`config.mk`:
```
export PLATFORM = sky130hd
export DESIGN_NAME = conv_sequencer
export DESIGN_NICKNAME = d
export VERILOG_FILES = /design/src/rtl/conv_pkg.sv /design/src/rtl/conv_win_counter.sv /design/src/rtl/conv_sequencer.sv
export SDC_FILE = /design/constraint.sdc
export NUM_CORES = 1
export LEC_CHECK = 0
export ABC_CLOCK_PERIOD_IN_PS = 2130
export CORE_AREA = 3 3 118 120
export CTS_CLUSTER_SIZE = 16
export DETAILED_ROUTE_END_ITERATION = 10
export DIE_AREA = 0 0 121 123
export SLEW_MARGIN = 10
export SYNTH_ARGS = -nofsm -noshare
export SYNTH_HDL_FRONTEND = slang
export SYNTH_SLANG_ARGS = --single-unit
```
`constraint.sdc`:
```
create_clock -name clk -period 2.13 [get_ports clk]
set_input_delay 0.213 -clock clk [delete_from_list [all_inputs] [get_ports clk]]
set_output_delay 0.213 -clock clk [all_outputs]
set_load 0.02 [all_outputs]
```
`src/rtl/conv_pkg.sv`:
```
// Shared constants and FSM state type for the convolution address sequencer.
// Optional stall input is enabled by defining CONV_SEQ_STALL_EN.
package conv_pkg;

  localparam int ADDR_W = 16;
  localparam int KSEL_W = 4;
  localparam int RC_W   = 8;

  typedef enum logic [1:0] {
    IDLE  = 2'd0,
    SCAN  = 2'd1,
    DRAIN = 2'd2,
    DONE  = 2'd3
  } state_t;

  function automatic int win_count(input int w, input int h);
    return (w - 2) * (h - 2);
  endfunction

endpackage

```
`src/rtl/conv_win_counter.sv`:
```
// Raster counter over all 3x3 window origins; imAddr built by
// incrementing (+1 per column, +3 on row wrap) instead of a multiply.
module conv_win_counter
  import conv_pkg::*;
#(
  parameter int IMG_W = 256,
  parameter int IMG_H = 256
) (
  input  logic              clk,
  input  logic              rst,
  input  logic              clr,
  input  logic              en,
  output logic [ADDR_W-1:0] addr,
  output logic              step,
  output logic              last
);

  localparam logic [RC_W-1:0] COL_MAX = RC_W'(IMG_W - 3);
  localparam logic [RC_W-1:0] ROW_MAX = RC_W'(IMG_H - 3);

  logic [RC_W-1:0] row_q;
  logic [RC_W-1:0] col_q;
  logic            eol;

  assign eol  = (col_q == COL_MAX);
  assign last = eol && (row_q == ROW_MAX);
  // the final window holds so the address never runs past the frame
  assign step = en && !last;

  always_ff @(posedge clk or negedge rst) begin
    if (!rst) begin
      row_q <= '0;
      col_q <= '0;
      addr  <= '0;
    end else if (clr) begin
      row_q <= '0;
      col_q <= '0;
      addr  <= '0;
    end else if (step) begin
      if (eol) begin
        col_q <= '0;
        row_q <= row_q + RC_W'(1);
        addr  <= addr + ADDR_W'(3);
      end else begin
        col_q <= col_q + RC_W'(1);
        addr  <= addr + ADDR_W'(1);
      end
    end
  end

endmodule

```
`src/rtl/conv_sequencer.sv`:
```
// Full-frame 3x3 convolution address sequencer (IDLE/SCAN/DRAIN/DONE).
// Define CONV_SEQ_STALL_EN to add a stall input that freezes a pass.
module conv_sequencer
  import conv_pkg::*;
#(
  parameter int IMG_W   = 256,
  parameter int IMG_H   = 256,
  parameter int LATENCY = 1
) (
  input  logic              clk,
  input  logic              rst,
`ifdef CONV_SEQ_STALL_EN
  input  logic              stall,
`endif
  input  logic              start,
  input  logic [KSEL_W-1:0] ksel,
  output logic              busy,
  output logic              done,
  output logic [ADDR_W-1:0] imAddr,
  output logic [ADDR_W-1:0] kAddr,
  output logic [ADDR_W-1:0] filtimAddr,
  output logic              wr_en
);

  localparam int NWIN = win_count(IMG_W, IMG_H);
  localparam logic [2:0] DLAST =
    3'((LATENCY == 0) ? 0 : LATENCY - 1);

  state_t            state_q;
  state_t            state_d;
  logic              run;
  logic              accept;
  logic              scan_vld;
  logic              win_en;
  logic              win_step;
  logic              win_last;
  logic [2:0]        dcnt;
  logic [ADDR_W-1:0] oidx;
  logic [KSEL_W-1:0] kreg;

`ifdef CONV_SEQ_STALL_EN
  assign run = !stall;
`else
  assign run = 1'b1;
`endif

  assign accept   = (state_q == IDLE) && start;
  assign scan_vld = (state_q == SCAN);
  assign win_en   = scan_vld && run;
  assign kAddr    = ADDR_W'(kreg);

  conv_win_counter #(
    .IMG_W (IMG_W),
    .IMG_H (IMG_H)
  ) u_win (
    .clk  (clk),
    .rst  (rst),
    .clr  (accept),
    .en   (win_en),
    .addr (imAddr),
    .step (win_step),
    .last (win_last)
  );

  always_ff @(posedge clk or negedge rst) begin
    if (!rst) begin
      state_q <= IDLE;
    end else begin
      state_q <= state_d;
    end
  end

  // stall only matters once a pass is running; IDLE always accepts start
  always_comb begin
    state_d = state_q;
    unique case (state_q)
      IDLE: begin
        if (start) state_d = SCAN;
      end
      SCAN: begin
        if (run && win_last)
          state_d = (LATENCY == 0) ? DONE : DRAIN;
      end
      DRAIN: begin
        if (run && dcnt == DLAST) state_d = DONE;
      end
      DONE: begin
        if (run) state_d = IDLE;
      end
      default: state_d = IDLE;
    endcase
  end

  always_comb begin
    busy = 1'b0;
    done = 1'b0;
    unique case (state_q)
      IDLE: ;
      SCAN,
      DRAIN: busy = 1'b1;
      DONE: begin
        busy = 1'b1;
        done = 1'b1;
      end
      default: ;
    endcase
  end

  always_ff @(posedge clk or negedge rst) begin
    if (!rst) begin
      kreg <= '0;
    end else if (accept) begin
      kreg <= ksel;
    end
  end

  always_ff @(posedge clk or negedge rst) begin
    if (!rst) begin
      dcnt <= '0;
    end else if (state_q != DRAIN) begin
      dcnt <= '0;
    end else if (run) begin
      dcnt <= dcnt + 3'd1;
    end
  end

  // output pixel index; parks at NWIN-1 after the final window
  always_ff @(posedge clk or negedge rst) begin
    if (!rst) begin
      oidx <= '0;
    end else if (accept) begin
      oidx <= '0;
    end else if (win_step && oidx != ADDR_W'(NWIN - 1)) begin
      oidx <= oidx + ADDR_W'(1);
    end
  end

  if (LATENCY == 0) begin : g_nodly
    assign wr_en      = scan_vld && run;
    assign filtimAddr = oidx;
  end else begin : g_dly
    logic [LATENCY-1:0] vld_d;
    logic [ADDR_W-1:0]  idx_d [LATENCY];

    always_ff @(posedge clk or negedge rst) begin
      if (!rst) begin
        vld_d <= '0;
        for (int i = 0; i < LATENCY; i++) idx_d[i] <= '0;
      end else if (run) begin
        vld_d[0] <= scan_vld;
        idx_d[0] <= oidx;
        for (int i = 1; i < LATENCY; i++) begin
          vld_d[i] <= vld_d[i-1];
          idx_d[i] <= idx_d[i-1];
        end
      end
    end

    assign wr_en      = vld_d[LATENCY-1] && run;
    assign filtimAddr = idx_d[LATENCY-1];
  end

endmodule
```
==> out/results.txt <==
# fillers = 1244
Tcrit/Tclk final = 95.75%
core area = 13090 um^2
routed len/inst = 14.34 um
Max-Cap Viols = 0
I/O pins = 58
Worst path slowest cell = or4_2
Primary FF master, synth = dfrtp_1
Max Slew Vio Count = 0
Critical Path Fanout Max = 3
clk buf depth = 2
Total Wirelength = 8.845 mm
CP Class = flip-flop to flip-flop
Post-synth EDFFs = 0
Post-Syn Instances = 374
vias in the first global route = 2901
Min Clock Period, post-route = 2.039 ns
pin count of the biggest net entering global routing = 75
DR top layer = met4
chip width = 121 um
first-pass GRT wire length = 14.58 mm
Mean Syn Cell Area = 10.26 um^2
FMAX = 490.3 MHz
PwrDens = 1029 nW/um^2
unrepaired setup endpoints after global routing = yes
Worst Skew = 0.006774 ns
clock sink count = 74
routed length on met1 = 3.961 mm
critical path, cell by cell = inv_2 -> ha_4 -> nand3_4 -> nor2_4 -> ha_4 -> a21o_4 -> nand2b_1 -> or4_2 -> a21oi_2
HPWL Detailed = 6.073 mm
starting DRC count in detailed routing = 230
worst path arrival time = 2.30 ns
CTS Root Cell = clkbuf_16
met2 routed WL = 4.306 mm
die area = 14880 um^2
TritonCTS clock tree = yes
Area Growth Syn to Fin = 28.38%
Mapped Area = 3836 um^2
Initial Utilization = 29.32%
Seq/Total Area, Yosys = 48.27%
area of the multi-input gates = 1846 um^2
DRC viols = 0
Design Power = 5.067 mW
Inserted Diodes = 0
Setup-failing EPs final = 0
VDD IR max = 704.3 uV
initial antenna violation count = 0
Seq cells post-synth = 74
Crit. End Element = flip-flop
routed wl met3 = 353 um
worst stage delay on the critical path = 0.62 ns
worst slew pin tran = 0.5825 ns
CTS HTree Levels = 3
Synth async-reset ratio = 100.0%
CP startpoint kind = flip-flop
count of cell types in the netlist = 58
Slew HR = 60.65%
Ys Warns = 0
drt first pass iters = 4
DR vias = 3142
I/O Buffers = 45
nets@finish = 458
GP Congestion = 0.8673
outcome = complete, no violations
total track usage = 12.38%
Rows = 42
clk_lat worst skew = 0.33 ns
Leak Pwr = 2.086 nW
number of CTS-inserted buffers = 9
final hold vios = 0
min-delay worst type = primary input to flip-flop
final core utilization = 37.64%
DIE HEIGHT = 123 um
FF/Latch Area = 1852 um^2
clock slew at reported path FFs = 0.06 ns
GR Overflow Total = 0
layout cell share with drive strength beyond 1 = 14.29%
Crit path top cell by count = ha_4
WP data required = 2.40 ns
routed vias/inst = 5.092
Final ANT Viol Nets = 0
layout by cell type (no fill, tap or decap), types with 2 or more instances in the layout:
cell	Yosys	final
conb_1	1	12
dfrtp_1	74	74
clkbuf_16	0	9
o21ai_1	7	7
nor4_4	2	2
a41oi_1	3	3
a21oi_2	0	2
buf_4	15	21
o21ai_0	13	13
nand2b_1	5	5
and2_1	3	4
a21oi_1	32	30
buf_12	0	2
or3_1	14	14
or4_1	15	14
and4_1	5	5
o31ai_1	13	12
mux2i_1	2	2
ha_1	13	10
o21a_1	7	7
xor2_1	2	2
clkbuf_8	2	3
o211ai_1	2	2
ha_4	0	2
inv_1	13	12
nand3_1	19	18
a31oi_1	5	5
and3_1	7	6
clkdlybuf4s50_1	0	44
nor2_1	7	6
o41ai_1	3	3
nand4_1	16	16
nor3_1	3	3
nand2_1	34	34
and3_4	1	2
layer usage:
metal | vias up | GRT usage (%)
li1 | 1512 | -
met1 | 1547 | 15.46
met2 | 69 | 20.25
met3 | 14 | 2.745
met4 | 0 | 6.232
met5 | - | 0
cells by family (layout without fill, tap and decap cells):
| family | count (synthesis) | after routing | share of synthesized area (%) |
|---|---|---|---|
| adders and majority gates | 14 | 14 | 4.762 |
| other | 1 | 12 | 0.09775 |
| muxes | 3 | 3 | 0.9131 |
| xor gates and xnor gates | 3 | 3 | 0.6851 |
| AOI/OAI and AO/OA | 98 | 98 | 16.67 |
| and+or+nand+nor | 140 | 140 | 21.76 |
| buffers and inverters | 41 | 97 | 6.849 |
| DFF | 74 | 74 | 48.27 |
worst paths after layout:
path / from / slack, ns / depth (start not counted) / to
max: u_win.col_q[1] / 0.09 / 9 / u_win.addr[11]
min: ksel[2] / 0.41 / 3 / kreg[2]
max reg2reg: u_win.col_q[1] / 0.09 / 9 / u_win.addr[11]
min reg2reg: oidx[14] / 0.44 / 0 / filtimAddr[14]
max in group asynchronous: rst / 1.37 / 3 / oidx[13]
min in group asynchronous: rst / 0.45 / 3 / filtimAddr[2]
through the flow:
| step | hold WS, ns | worst slack, ns | TNS (ns) | std cells | instance area [um^2] |
|---|---|---|---|---|---|
| finish | 0.4147 | 0.09051 | 0 | 617 | 4925 |
| global route | 0.4344 | -0.02917 | -0.02917 | 617 | 4925 |
| CTS | 0.4092 | 0.02414 | 0 | 615 | 4850 |
| detailed placement | 0.2812 | -0.009467 | -0.009467 | 599 | 4529 |
| global placement | 0.2752 | 0.09792 | 0 | 599 | 4529 |
| floorplan | -0.08259 | 0.02149 | 0 | 385 | 3895 |
report_power, final:
part	internal [mW]	total, mW	leakage, nW	switching [mW]
sequential	1.62	1.85	1.01	0.230
clock	0.995	1.56	0.152	0.563
combinational	0.714	1.66	0.925	0.949
sequential cells by signal, indices dropped and copies added (netlist names):
name         flops
filtimAddr      16
kreg             4
dcnt             3
oidx            16
state_q          2
u_win.addr      16
u_win.col_q      8
u_win.row_q      8
wr_en            1
timing repair:
item | in CTS | in global routing
endpoints found under the hold margin | 74 | 0
hold buffers | 1 | 0
pin swaps | 0 | 6
setup buffers | 0 | 2
resized for setup | 1 | 13
endpoints found under the setup margin | 1 | 7
cells in the mapped netlist, drive strengths merged (3+ instances only):
| master | n | share of area, % |
|---|---|---|
| a21oi | 32 | 4.2 |
| a31oi | 5 | 0.82 |
| a41oi | 3 | 0.69 |
| and2 | 4 | 0.65 |
| and3 | 8 | 1.4 |
| and4 | 5 | 1.1 |
| buf | 24 | 4.7 |
| clkbuf | 4 | 0.91 |
| dfrtp | 74 | 48 |
| ha | 13 | 4.2 |
| inv | 13 | 1.3 |
| nand2 | 35 | 3.5 |
| nand2b | 5 | 0.82 |
| nand3 | 19 | 2.5 |
| nand4 | 17 | 3.2 |
| nor2 | 7 | 0.69 |
| nor3 | 3 | 0.39 |
| nor4 | 3 | 1.3 |
| o21a | 7 | 1.4 |
| o21ai | 20 | 2.6 |
| o31ai | 13 | 2.5 |
| o41ai | 4 | 1.4 |
| or3 | 14 | 2.3 |
| or4 | 16 | 3.2 |
layout make-up:
type	instances	share of cell area (%)
multi-input combinational	270	37.47
tap	176	4.472
sequential	74	37.60
clock buffer	13	5.488
clock inverter	2	0.7114
inverter	13	0.9909
timing repair buffer	69	13.26
critical path, delay by kind of cell (launching register included):
family / cells / cell delay (ns)
adders and majority gates: 2 / 0.30
DFF: 1 / 0.39
AOI/OAI and AO/OA: 2 / 0.27
buffers and inverters: 1 / 0.08
and+or+nand+nor: 4 / 0.94
(Power assumes the default switching activity.)
